[src/rtl/my_ws2812_rx.sv]
// WS2812 single-wire receiver: times each high pulse, decodes 24-bit GRB pixels
// and forwards the bits meant for downstream pixels on dout.
module my_ws2812_rx #(
  parameter int CLK_SCALE = 1,
  parameter int T_MIN_HI  = 8 / CLK_SCALE,
  parameter int T_BIT     = 60 / CLK_SCALE,
  parameter int T_MAX_HI  = 110 / CLK_SCALE,
  parameter int T_RST     = 5000 / CLK_SCALE
) (
  input  logic        clk,
  input  logic        rst,
  input  logic        din,
  output logic        dout,
  output logic [23:0] color,
  output logic        color_valid,
  output logic [5:0]  led_idx,
  output logic        frame_done,
  output logic        err,
  output logic        busy
);
  localparam int CW = $clog2(T_RST + 1);
  localparam logic [CW-1:0] CNT_MAX  = '1;
  localparam logic [CW-1:0] MIN_HI_C = CW'(T_MIN_HI);
  localparam logic [CW-1:0] BIT_C    = CW'(T_BIT);
  localparam logic [CW-1:0] MAX_HI_C = CW'(T_MAX_HI);
  localparam logic [CW-1:0] RST_C    = CW'(T_RST);

  typedef enum logic [1:0] {S_SYNC, S_IDLE, S_HI, S_LO} state_t;

  state_t        state_q;
  logic          din_meta_q, din_s_q, din_prev_q;
  logic [CW-1:0] cnt_q, cnt_d;
  logic [22:0]   shift_q;
  logic [23:0]   shift_d, color_q;
  logic [4:0]    bit_cnt_q;
  logic [5:0]    led_idx_q;
  logic          fwd_q, dout_q, color_valid_q, frame_done_q, err_q;
  logic          rise, fall, bit_val;

  always_ff @(posedge clk or posedge rst) begin
    if (rst) begin
      din_meta_q <= 1'b0;
      din_s_q    <= 1'b0;
      din_prev_q <= 1'b0;
      cnt_q      <= '0;
    end else begin
      din_meta_q <= din;
      din_s_q    <= din_meta_q;
      din_prev_q <= din_s_q;
      cnt_q      <= cnt_d;
    end
  end

  assign rise = din_s_q & ~din_prev_q;
  assign fall = ~din_s_q & din_prev_q;

  // Run length at the current level, this cycle included; saturates so long idles stay valid.
  always_comb begin
    if (din_s_q != din_prev_q)
      cnt_d = CW'(1);
    else if (cnt_q == CNT_MAX)
      cnt_d = cnt_q;
    else
      cnt_d = cnt_q + CW'(1);
  end

  // On a falling edge cnt_q still holds the length of the high pulse just ended.
  assign bit_val = (cnt_q >= BIT_C);
  assign shift_d = {shift_q, bit_val};

  always_ff @(posedge clk or posedge rst) begin
    if (rst) begin
      state_q       <= S_SYNC;
      shift_q       <= '0;
      color_q       <= '0;
      bit_cnt_q     <= '0;
      led_idx_q     <= '0;
      fwd_q         <= 1'b0;
      dout_q        <= 1'b0;
      color_valid_q <= 1'b0;
      frame_done_q  <= 1'b0;
      err_q         <= 1'b0;
    end else begin
      color_valid_q <= 1'b0;
      frame_done_q  <= 1'b0;
      err_q         <= 1'b0;
      dout_q        <= fwd_q & din_s_q;

      // Pixel bookkeeping lags the strobe by one cycle so the strobe carries the old index.
      if (color_valid_q) begin
        bit_cnt_q <= '0;
        led_idx_q <= led_idx_q + 6'd1;
        fwd_q     <= 1'b1;
      end

      case (state_q)
        S_SYNC: begin
          dout_q <= 1'b0;
          if (!din_s_q && cnt_d >= RST_C)
            state_q <= S_IDLE;
        end
        S_IDLE: begin
          dout_q <= 1'b0;
          if (rise) begin
            led_idx_q <= '0;
            bit_cnt_q <= '0;
            shift_q   <= '0;
            fwd_q     <= 1'b0;
            state_q   <= S_HI;
          end
        end
        S_HI: begin
          if (fall) begin
            if (cnt_q < MIN_HI_C) begin
              err_q   <= 1'b1;
              fwd_q   <= 1'b0;
              dout_q  <= 1'b0;
              state_q <= S_SYNC;
            end else begin
              shift_q <= shift_d[22:0];
              if (bit_cnt_q == 5'd23) begin
                color_q       <= shift_d;
                color_valid_q <= 1'b1;
                bit_cnt_q     <= 5'd24;
              end else begin
                bit_cnt_q <= bit_cnt_q + 5'd1;
              end
              state_q <= S_LO;
            end
          end else if (cnt_d >= MAX_HI_C) begin
            err_q   <= 1'b1;
            fwd_q   <= 1'b0;
            dout_q  <= 1'b0;
            state_q <= S_SYNC;
          end
        end
        S_LO: begin
          if (rise) begin
            state_q <= S_HI;
          end else if (cnt_d >= RST_C) begin
            frame_done_q <= 1'b1;
            err_q        <= (bit_cnt_q != 5'd0);
            fwd_q        <= 1'b0;
            dout_q       <= 1'b0;
            state_q      <= S_IDLE;
          end
        end
        default: state_q <= S_SYNC;
      endcase
    end
  end

  assign dout        = dout_q;
  assign color       = color_q;
  assign color_valid = color_valid_q;
  assign led_idx     = led_idx_q;
  assign frame_done  = frame_done_q;
  assign err         = err_q;
  assign busy        = (state_q == S_HI) || (state_q == S_LO);

endmodule
[config.mk]
export PLATFORM = sky130hd
export DESIGN_NAME = my_ws2812_rx
export DESIGN_NICKNAME = d
export VERILOG_FILES = /design/src/rtl/my_ws2812_rx.sv
export SDC_FILE = /design/constraint.sdc
export NUM_CORES = 1
export LEC_CHECK = 0
export CORE_MARGIN = 8
export CORE_UTILIZATION = 30
export CTS_BUF_LIST = sky130_fd_sc_hd__clkbuf_4 sky130_fd_sc_hd__clkbuf_8
export DETAILED_ROUTE_END_ITERATION = 8
export DONT_BUFFER_PORTS = 1
export HOLD_SLACK_MARGIN = 0.02
export MAX_ROUTING_LAYER = met4
export SLEW_MARGIN = 20
export SYNTH_ARGS = -nofsm -noshare
export SYNTH_HDL_FRONTEND = slang
export SYNTH_SLANG_ARGS = --single-unit
export TNS_END_PERCENT = 50
[constraint.sdc]
create_clock -name clk -period 2.6 [get_ports clk]
set_input_delay 0.52 -clock clk [delete_from_list [all_inputs] [get_ports clk]]
set_output_delay 0.52 -clock clk [all_outputs]
set_load 0.05 [all_outputs]
==> results of run 1 <==
per-stage QoR:
stage	hold WS (ps)	power (uW)	utilization	TNS, ps	worst slack [ps]
2_1_floorplan	331	1390	-	0	90.4
3_3_place_gp	342	1430	0.333	0	115
3_5_place_dp	340	1430	0.333	-8.15	-8.15
4_1_cts	123	2480	0.353	0	7.48
5_1_grt	143	2570	0.358	-71.4	-36.4
6_report	119	2460	0.358	0	123
cell type report:
type / instances / area [um2]
inverters: 13 / 52.6
clock buffers: 10 / 138
well taps: 168 / 210
multi-input cells: 214 / 1620
repair buffers: 20 / 175
flip-flops and latches: 81 / 2030
clock inverters: 6 / 90.1
fillers: 1224 / 7750
what timing repair did:
item / 4_1_cts / 5_1_grt
hold endpoints to repair: 0 / 0
resized for setup: 1 / 6
pin swaps: 0 / 13
setup buffers: 0 / 4
endpoints found under the setup margin: 2 / 6
sequential cells by signal, indices dropped and copies added (netlist names), 2 cells and up:
signal / flops
color: 24
cnt_q: 13
state_q: 2
bit_cnt_q: 5
shift_q: 23
led_idx: 6
path summary, 6_finish.rpt:
| path | endpoint | slack [ps] | cells after the start |
|---|---|---|---|
| worst max-delay path | state_q[1] | 120 | 8 |
| worst min-delay path | color[4] | 120 | 1 |
| worst max register to register | state_q[1] | 120 | 8 |
| worst min register to register | din_s_q | 350 | 0 |
| max in group asynchronous | shift_q[9] | 1800 | 2 |
| min in group clk | din_meta_q | 210 | 0 |
per-layer routing:
layer | part of all wire | GRT usage | vias up
met2 | 0.46 | 0.154 | 49
met3 | 0.045 | 0.0308 | 8
met5 | 0 | - | -
met1 | 0.48 | 0.131 | 1277
li1 | - | - | 1210
met4 | 0.0082 | 0.0252 | 0
logic make-up (layout without fill, tap and decap cells):
kind of cell,Yosys count,in the layout
flops,81,81
fa+ha+maj,12,12
simple gates,89,89
compound gates,79,79
buf+inv,29,49
mux,24,24
xor+xnor,10,10
power groups by stage:
stage               registers [uW]  logic, uW  clock network [uW]
floorplan                     1310       82.1                   0
global placement              1310        114                   0
detailed placement            1310        115                   0
CTS                           1290        115                1080
global route                  1290        143                1130
finish                        1290        125                1040
cells in the final DEF, fill, tap and decap left out, types with 8 or more instances in the layout:
master and n:
sky130_fd_sc_hd__ha_1 11, sky130_fd_sc_hd__mux2_2 23, sky130_fd_sc_hd__buf_4 18, sky130_fd_sc_hd__nor2_1 17, sky130_fd_sc_hd__a21oi_1 14, sky130_fd_sc_hd__a22o_1 22
sky130_fd_sc_hd__nand3_1 10, sky130_fd_sc_hd__inv_1 12, sky130_fd_sc_hd__xor2_1 8, sky130_fd_sc_hd__dfrtp_1 81, sky130_fd_sc_hd__nand2_1 17, sky130_fd_sc_hd__o21ai_0 12
sky130_fd_sc_hd__clkbuf_8 10
cells in the mapped netlist, drive strengths merged (2+ instances only):
| cell type | count | area share |
|---|---|---|
| a21o | 2 | 0.0040 |
| a21oi | 14 | 0.019 |
| a22o | 22 | 0.052 |
| a31oi | 9 | 0.018 |
| a32o | 2 | 0.0054 |
| a41oi | 2 | 0.0087 |
| and2 | 4 | 0.0067 |
| and3 | 7 | 0.012 |
| buf | 6 | 0.013 |
| clkbuf | 10 | 0.010 |
| dfrtp | 81 | 0.54 |
| ha | 12 | 0.040 |
| inv | 13 | 0.013 |
| mux2 | 23 | 0.069 |
| nand2 | 18 | 0.018 |
| nand2b | 2 | 0.0033 |
| nand3 | 11 | 0.018 |
| nand3b | 2 | 0.0040 |
| nand4 | 5 | 0.010 |
| nor2 | 17 | 0.017 |
| nor3 | 8 | 0.011 |
| nor4 | 3 | 0.0050 |
| o211ai | 2 | 0.0040 |
| o21ai | 16 | 0.021 |
| o41ai | 2 | 0.0067 |
| or3 | 4 | 0.0067 |
| or4 | 2 | 0.0050 |
| xnor2 | 2 | 0.0047 |
| xor2 | 8 | 0.019 |
==> reports/qor.txt, run 1 <==
Status -> complete, no violations
WL/cell -> 15.5 um
Port Buffers -> 0
Fraction of the yosys area taken by sequential cells -> 0.543
Top cell family by delay on the critical path -> simple AND/OR/NAND/NOR gates
Routed wire length -> 7.92 mm
Proportion of power drawn by combinational gates -> 0.051
Placed Instance Area -> 4020 um2
Standard cell core area -> 12100 um2
Via Count -> 2544
Vias per cell -> 4.97
Largest voltage drop on the vdd net -> 0.277 mV
Number of clock sinks -> 81
Critical path peak fanout -> 8
Share of final-layout standard cells stronger than drive strength 1 -> 0.224
Sequential share of power -> 0.525
FF+latch count, synth -> 81
Required @ worst endpoint -> 2830 ps
Period utilisation layout -> 0.953
Area Overhead vs Synth -> 15.5%
CP Launch Type -> flip-flop
Number of nets in the layout -> 354
Internal -> 1890 uW
Slowest stage cell, crit path -> sky130_fd_sc_hd__or4_4
Synthesized netlist net count -> 339
Upper clock frequency limit -> 0.404 GHz
Cell area after synthesis -> 3730 um2
Inserted Clock Buffers -> 9
DRC violations left -> 0
Power per Cell Area -> 569 nW/um2
Synthesized-area fraction occupied by ao, oa, aoi and oai cells -> 0.156
Top-level I/O count -> 38
Fin crit period -> 2480 ps
Width of the die -> 128 um
HP Class -> in2async
Count of pins over their slew limit -> 0
Number of global-route vias before repair -> 2523
Slew at the pin closest to its max-slew limit -> 999 ps
Die area -> 16300 um2
Simple-gate area share of the yosys netlist -> 0.129
Count of final hold-check violations -> 0
Number of antenna violations at the first check in global routing -> 0
Portion of total power attributed to the clock network -> 0.424
Number of search-and-repair iterations in the first detailed-routing pass -> 4
Antenna cells -> 0
Async SR Flop Fraction -> 1.00
Dpl hpwl -> 5.47 mm
Post-Place Cells -> 492
Arrival time of the worst setup path -> 2710 ps
DRT iter0 DRCs -> 153
Row cnt -> 40
Fin Clk Skew -> 13.6 ps
Adder-Cell Fraction of Synth Area -> 0.0402
Clock latency at the later pin of the worst-skew pair -> 350 ps
Kind of critical path -> reg2reg
Most instantiated flip-flop cell in the synthesis netlist -> sky130_fd_sc_hd__dfrtp_1
Share of synthesized area spent on multiplexers -> 0.0720
Vertical die dimension -> 128 um
CP startpoint -> cnt_q[7]
Clock tree from TritonCTS -> done
Total number of yosys warnings -> 0
Number of H-tree branching levels -> 3
Bufs on Longest Clock Path -> 2
Clock slew seen by the registers of the worst setup and hold paths -> 80 ps
Syn_area_per_cell -> 11.5 um2
Leakage Power -> 0.00199 uW
Net Sw Frac -> 0.231
Switch Pwr -> 567 uW
Count of different cell masters after synthesis -> 51
Number of buffer and inverter instances along the worst setup path -> 0
Parity-gate share of the synthesized area counting xor and xnor cells -> 0.0235
GRT Residual Overflow -> 0
Endpoints failing setup -> 0
Worst slew margin relative to its limit -> 0.334
Wire length of the first global-routing pass -> 13.2 mm
Launching point of the worst reg2reg path -> cnt_q[7]
Largest stage delay on the critical path -> 640 ps
Count of hold buffers inserted by post-cts repair -> 0
Max-capacitance violation count -> 0
CP Capture Type -> flip-flop
Largest net degree at the start of global routing -> 34
Post-synth EDFFs -> 0
Critical Path, Cell by Cell -> nand4_2 -> or4_4 -> a31oi_4 -> a21oi_1 -> nand3b_1 -> a41oi_2 -> o211ai_1 -> a2bb2oi_1
Total routing usage reported by global routing -> 0.102
Combinational family with the most area after synthesis -> compound AO/OA/AOI/OAI gates
Area of all placed cells without fillers -> 4310 um2
CTS root buffer -> sky130_fd_sc_hd__clkbuf_8
Final Wtd Congestion -> 0.884
Post-route insts no fill -> 512
Post-Syn Instances -> 324
Initial cell density of the core -> 0.310
ANT nets after route -> 0
(Power assumes the default switching activity.)
==> run 2: changes to the inputs <==
--- a/config.mk
+++ b/config.mk
@@ -12,7 +12,7 @@
 export DONT_BUFFER_PORTS = 1
 export HOLD_SLACK_MARGIN = 0.02
 export MAX_ROUTING_LAYER = met4
-export SLEW_MARGIN = 20
+export SLEW_MARGIN = 30
 export SYNTH_ARGS = -nofsm -noshare
 export SYNTH_HDL_FRONTEND = slang
 export SYNTH_SLANG_ARGS = --single-unit
==> reports/qor.txt, run 2 (same netlist as run 1, synthesis figures left out) <==
Status -> complete, no violations
Largest stage delay on the critical path -> 590 ps
Number of H-tree branching levels -> 3
Fin Clk Skew -> 3.67 ps
Worst slew margin relative to its limit -> 0.556
Multi-input logic area -> 1640 um2
Kind of critical path -> reg2reg
Final core utilization -> 0.359
Setup Slack @ Placement -> -24.4 ps
Number of global-route vias before repair -> 2510
Vias per cell -> 5.00
Top-level I/O count -> 38
Placed Instance Area -> 4030 um2
Upper clock frequency limit -> 0.397 GHz
CTS root buffer -> sky130_fd_sc_hd__clkbuf_8
Row cnt -> 40
ANT nets after route -> 0
Count of pins over their slew limit -> 0
DRC violations left -> 0
Wire length of the first global-routing pass -> 13.3 mm
Number of fill cells in the layout -> 1209
Largest net degree at the start of global routing -> 34
Width of the die -> 128 um
Power per Cell Area -> 569 nW/um2
Count of final hold-check violations -> 0
Commonest non-fill, non-tap cell in the layout -> sky130_fd_sc_hd__dfrtp_1
DRT iter0 DRCs -> 169
Die area -> 16300 um2
Largest voltage drop on the vdd net -> 0.337 mV
Slowest stage cell, crit path -> sky130_fd_sc_hd__or4_4
Area of all placed cells without fillers -> 4330 um2
Length in cells of the worst reg-to-reg path -> 9
Clock tree from TritonCTS -> done
Routed wire length -> 8.10 mm
Commonest cells after routing, fill and taps aside -> sky130_fd_sc_hd__dfrtp_1, sky130_fd_sc_hd__mux2_2, sky130_fd_sc_hd__a22o_1
Number of clock sinks -> 81
Standard cell core area -> 12100 um2
Initial cell density of the core -> 0.310
Share of final-layout standard cells stronger than drive strength 1 -> 0.233
CP Launch Type -> flip-flop
Inserted Clock Buffers -> 9
Number of search-and-repair iterations in the first detailed-routing pass -> 4
Bufs on Longest Clock Path -> 2
Critical Path, Cell by Cell -> ha_2 -> nand2_4 -> or4_4 -> a31oi_4 -> a21oi_1 -> nand3b_1 -> a41oi_2 -> o211ai_1 -> a2bb2oi_1
Required @ worst endpoint -> 2830 ps
GRT Residual Overflow -> 0
Count of hold buffers inserted by post-cts repair -> 0
Clock latency at the later pin of the worst-skew pair -> 350 ps
CP Capture Type -> flip-flop
Critical path peak fanout -> 8
HP Class -> in2async
Max-capacitance violation count -> 0
Fin crit period -> 2520 ps
Total routing usage reported by global routing -> 0.104
Slew at the pin closest to its max-slew limit -> 664 ps
WL/cell -> 15.8 um
Vertical die dimension -> 128 um
Port Buffers -> 0
Number of flip-flops under the largest register name -> 24
Setup slack after layout -> 81.9 ps
Period utilisation layout -> 0.969
Number of antenna violations at the first check in global routing -> 1
Worst slack on hold paths -> 109 ps
Leakage Power -> 0.00199 uW
Clock slew seen by the registers of the worst setup and hold paths -> 90 ps
Area Overhead vs Synth -> 15.8%
Arrival time of the worst setup path -> 2750 ps
Dpl hpwl -> 5.54 mm
Power after layout -> 2460 uW
Endpoints failing setup -> 0
Number of nets in the layout -> 353
Final Wtd Congestion -> 0.884
Via Count -> 2561
Total area of sequential cells -> 2030 um2
run 2: routing by layer:
| metal | wire (um) | track usage | up-vias |
|---|---|---|---|
| li1 | - | - | 1210 |
| met1 | 3780 | 0.136 | 1285 |
| met2 | 3850 | 0.152 | 56 |
| met3 | 389 | 0.0300 | 10 |
| met4 | 74 | 0.0322 | 0 |
| met5 | 0 | - | - |
run 2: stage by stage:
| stage | TNS (ps) | cells |
|---|---|---|
| after floorplan | 0 | 324 |
| after global placement | 0 | 492 |
| after detailed placement | -24.4 | 492 |
| after CTS | 0 | 508 |
| after global routing | -56.0 | 512 |
| final | 0 | 512 |
run 2: cell type report:
type / instances / area share
multi-input cells: 214 / 0.379
repair buffers: 19 / 0.0388
well taps: 168 / 0.0486
inverters: 13 / 0.0121
diodes: 1 / 0.000579
flip-flops and latches: 81 / 0.469
clock inverters: 7 / 0.0237
clock buffers: 9 / 0.0286
run 2: repair_timing:
| item | CTS | global route |
|---|---|---|
| gates resized for setup | 1 | 10 |
| pin swaps | 0 | 11 |
| endpoints found under the setup margin | 2 | 5 |
| setup buffers | 0 | 3 |
run 2: worst max-delay path: cells and delay by family, from the launching register on:
family	cells	cell delay (ps)
compound gates	5	890
fa+ha+maj	1	230
flops	1	420
simple gates	3	870
run 2: path summary, 6_finish.rpt:
path / startpoint / endpoint / slack [ps]
max: cnt_q[1] / state_q[1] / 80
min: rst / color[4] / 110
max reg2reg: cnt_q[1] / state_q[1] / 80
min reg2reg: din_meta_q / din_s_q / 370
max in group asynchronous: rst / shift_q[4] / 1820
min in group clk: din / din_meta_q / 200
run 2: power by group:
| part | switching, uW | internal [uW] |
|---|---|---|
| clock | 489 | 553 |
| sequential | 18.2 | 1270 |
| combinational | 80.5 | 51.3 |
| total | 588 | 1880 |
==> run 3: changes to the inputs <==
--- a/config.mk
+++ b/config.mk
@@ -12,6 +12,7 @@
 export DONT_BUFFER_PORTS = 1
 export HOLD_SLACK_MARGIN = 0.02
 export MAX_ROUTING_LAYER = met4
+export SETUP_SLACK_MARGIN = 0.5
 export SLEW_MARGIN = 30
 export SYNTH_ARGS = -nofsm -noshare
 export SYNTH_HDL_FRONTEND = slang
==> reports/qor.txt, run 3 (same netlist as run 1, synthesis figures left out) <==
Row cnt -> 40
Clock latency at the later pin of the worst-skew pair -> 350 ps
Width of the die -> 128 um
CTS root buffer -> sky130_fd_sc_hd__clkbuf_8
Wire length of the first global-routing pass -> 14.1 mm
Arrival time of the worst setup path -> 2660 ps
Commonest non-fill, non-tap cell in the layout -> sky130_fd_sc_hd__dfrtp_1
DRC violations left -> 0
Period utilisation layout -> 0.932
Slowest stage cell, crit path -> sky130_fd_sc_hd__or4_4
Length in cells of the worst reg-to-reg path -> 9
HP Class -> in2async
Die area -> 16300 um2
Worst slack on hold paths -> 109 ps
GRT Residual Overflow -> 0
Max-capacitance violation count -> 0
Port Buffers -> 0
Clock slew seen by the registers of the worst setup and hold paths -> 90 ps
RSZ-0062 raised after global routing -> yes
CP Capture Type -> flip-flop
Fin Clk Skew -> 4.73 ps
Post-route insts no fill -> 518
ANT nets after route -> 0
Via Count -> 2610
CP Launch Type -> flip-flop
Final setup TNS -> 0 ps
Number of clock sinks -> 81
Upper clock frequency limit -> 0.413 GHz
Standard cell core area -> 12100 um2
Worst slew margin relative to its limit -> 0.583
Inserted Clock Buffers -> 9
R2R Setup Slk -> 180 ps
Vias per cell -> 5.04
Setup Slack @ Placement -> -24.4 ps
Power per Cell Area -> 557 nW/um2
Largest voltage drop on the vdd net -> 0.338 mV
Number of search-and-repair iterations in the first detailed-routing pass -> 4
Bufs on Longest Clock Path -> 2
Kind of critical path -> reg2reg
Initial cell density of the core -> 0.310
Critical path peak fanout -> 8
Number of flip-flops under the largest register name -> 24
Leakage Power -> 0.00203 uW
Largest net degree at the start of global routing -> 34
Top-level I/O count -> 38
Number of nets in the layout -> 359
End point of the critical path -> state_q[1]
Multi-input logic area -> 1710 um2
Launching point of the worst reg2reg path -> cnt_q[1]
Total routing usage reported by global routing -> 0.111
Routed wire length -> 8.68 mm
Number of antenna violations at the first check in global routing -> 1
Final core utilization -> 0.368
WL/cell -> 16.7 um
Endpoint of the most critical register-to-register path -> state_q[1]
Required @ worst endpoint -> 2840 ps
Slew at the pin closest to its max-slew limit -> 624 ps
Area Overhead vs Synth -> 19.0%
Vertical die dimension -> 128 um
Post-Place Cells -> 492
Critical Path, Cell by Cell -> ha_2 -> nand2_4 -> or4_4 -> a31oi_1 -> or3_1 -> nand4_1 -> a31oi_2 -> o211ai_1 -> a2bb2oi_1
Setup slack after layout -> 177 ps
Largest stage delay on the critical path -> 590 ps
Count of hold buffers inserted by post-cts repair -> 0
Number of H-tree branching levels -> 3
Share of final-layout standard cells stronger than drive strength 1 -> 0.284
Clock tree from TritonCTS -> done
Dpl hpwl -> 5.54 mm
Count of final hold-check violations -> 0
Count of pins over their slew limit -> 0
CP startpoint -> cnt_q[1]
Total area of sequential cells -> 2030 um2
Commonest cells after routing, fill and taps aside -> sky130_fd_sc_hd__dfrtp_1, sky130_fd_sc_hd__mux2_2, sky130_fd_sc_hd__a22o_1
Endpoints failing setup -> 0
Final Wtd Congestion -> 0.884
Number of fill cells in the layout -> 1197
DRT iter0 DRCs -> 180
Status -> complete, no violations
Number of global-route vias before repair -> 2611
Fin crit period -> 2420 ps
run 3: cell types whose count changed in the layout (fill, tap and decap cells not counted), sizes merged:
cell,change
buf,+5
o21ai,+1
run 3: power by group:
group          internal, uW  switching [uW]
clock network           553             493
registers              1270            15.8
logic                  54.0            88.0
total                  1880             597
run 3: how the worst min path moves through the flow:
stage                    end  slack [ps]  depth (start not counted)
CTS                 color[5]         110                          1
floorplan            din_s_q         330                          0
finish              color[4]         110                          1
global placement     din_s_q         340                          0
global route        color[5]         140                          1
detailed placement   din_s_q         350                          0
run 3: critical path, delay by kind of cell, from the launching register on:
| kind | cells | cell delay [ps] |
|---|---|---|
| AO/OA/AOI/OAI | 4 | 740 |
| adder cells (fa/ha/maj) | 1 | 220 |
| flip-flops | 1 | 370 |
| AND/OR/NAND/NOR | 4 | 980 |
run 3: metal layers:
layer,routed length [um],track usage,vias up
met5,0,-,-
met1,3950,0.143,1316
li1,-,-,1221
met4,118,0.0371,0
met3,501,0.0304,12
met2,4110,0.164,61
run 3: area by class of cell:
cell class / instances / area share
Antenna cell: 1 / 0.000563
Clock buffer: 9 / 0.0279
Sequential cell: 81 / 0.457
Multi-Input combinational cell: 215 / 0.385
Clock inverter: 7 / 0.0231
Timing Repair Buffer: 24 / 0.0473
Tap cell: 168 / 0.0473
Inverter: 13 / 0.0118
run 3: repair_timing:
action / CTS / global route
setup endpoints to repair: 58 / 60
endpoints found under the hold margin: 0 / 0
pin swaps: 12 / 8
resized for setup: 18 / 14
gates cloned: 1 / 1
setup buffers: 5 / 2
run 3: per-stage QoR:
| stage | cell area (um2) | total power, uW |
|---|---|---|
| floorplan | 3740 | 1390 |
| global placement | 4020 | 1430 |
| detailed placement | 4030 | 1430 |
| CTS | 4360 | 2510 |
| global route | 4440 | 2570 |
| finish | 4440 | 2480 |
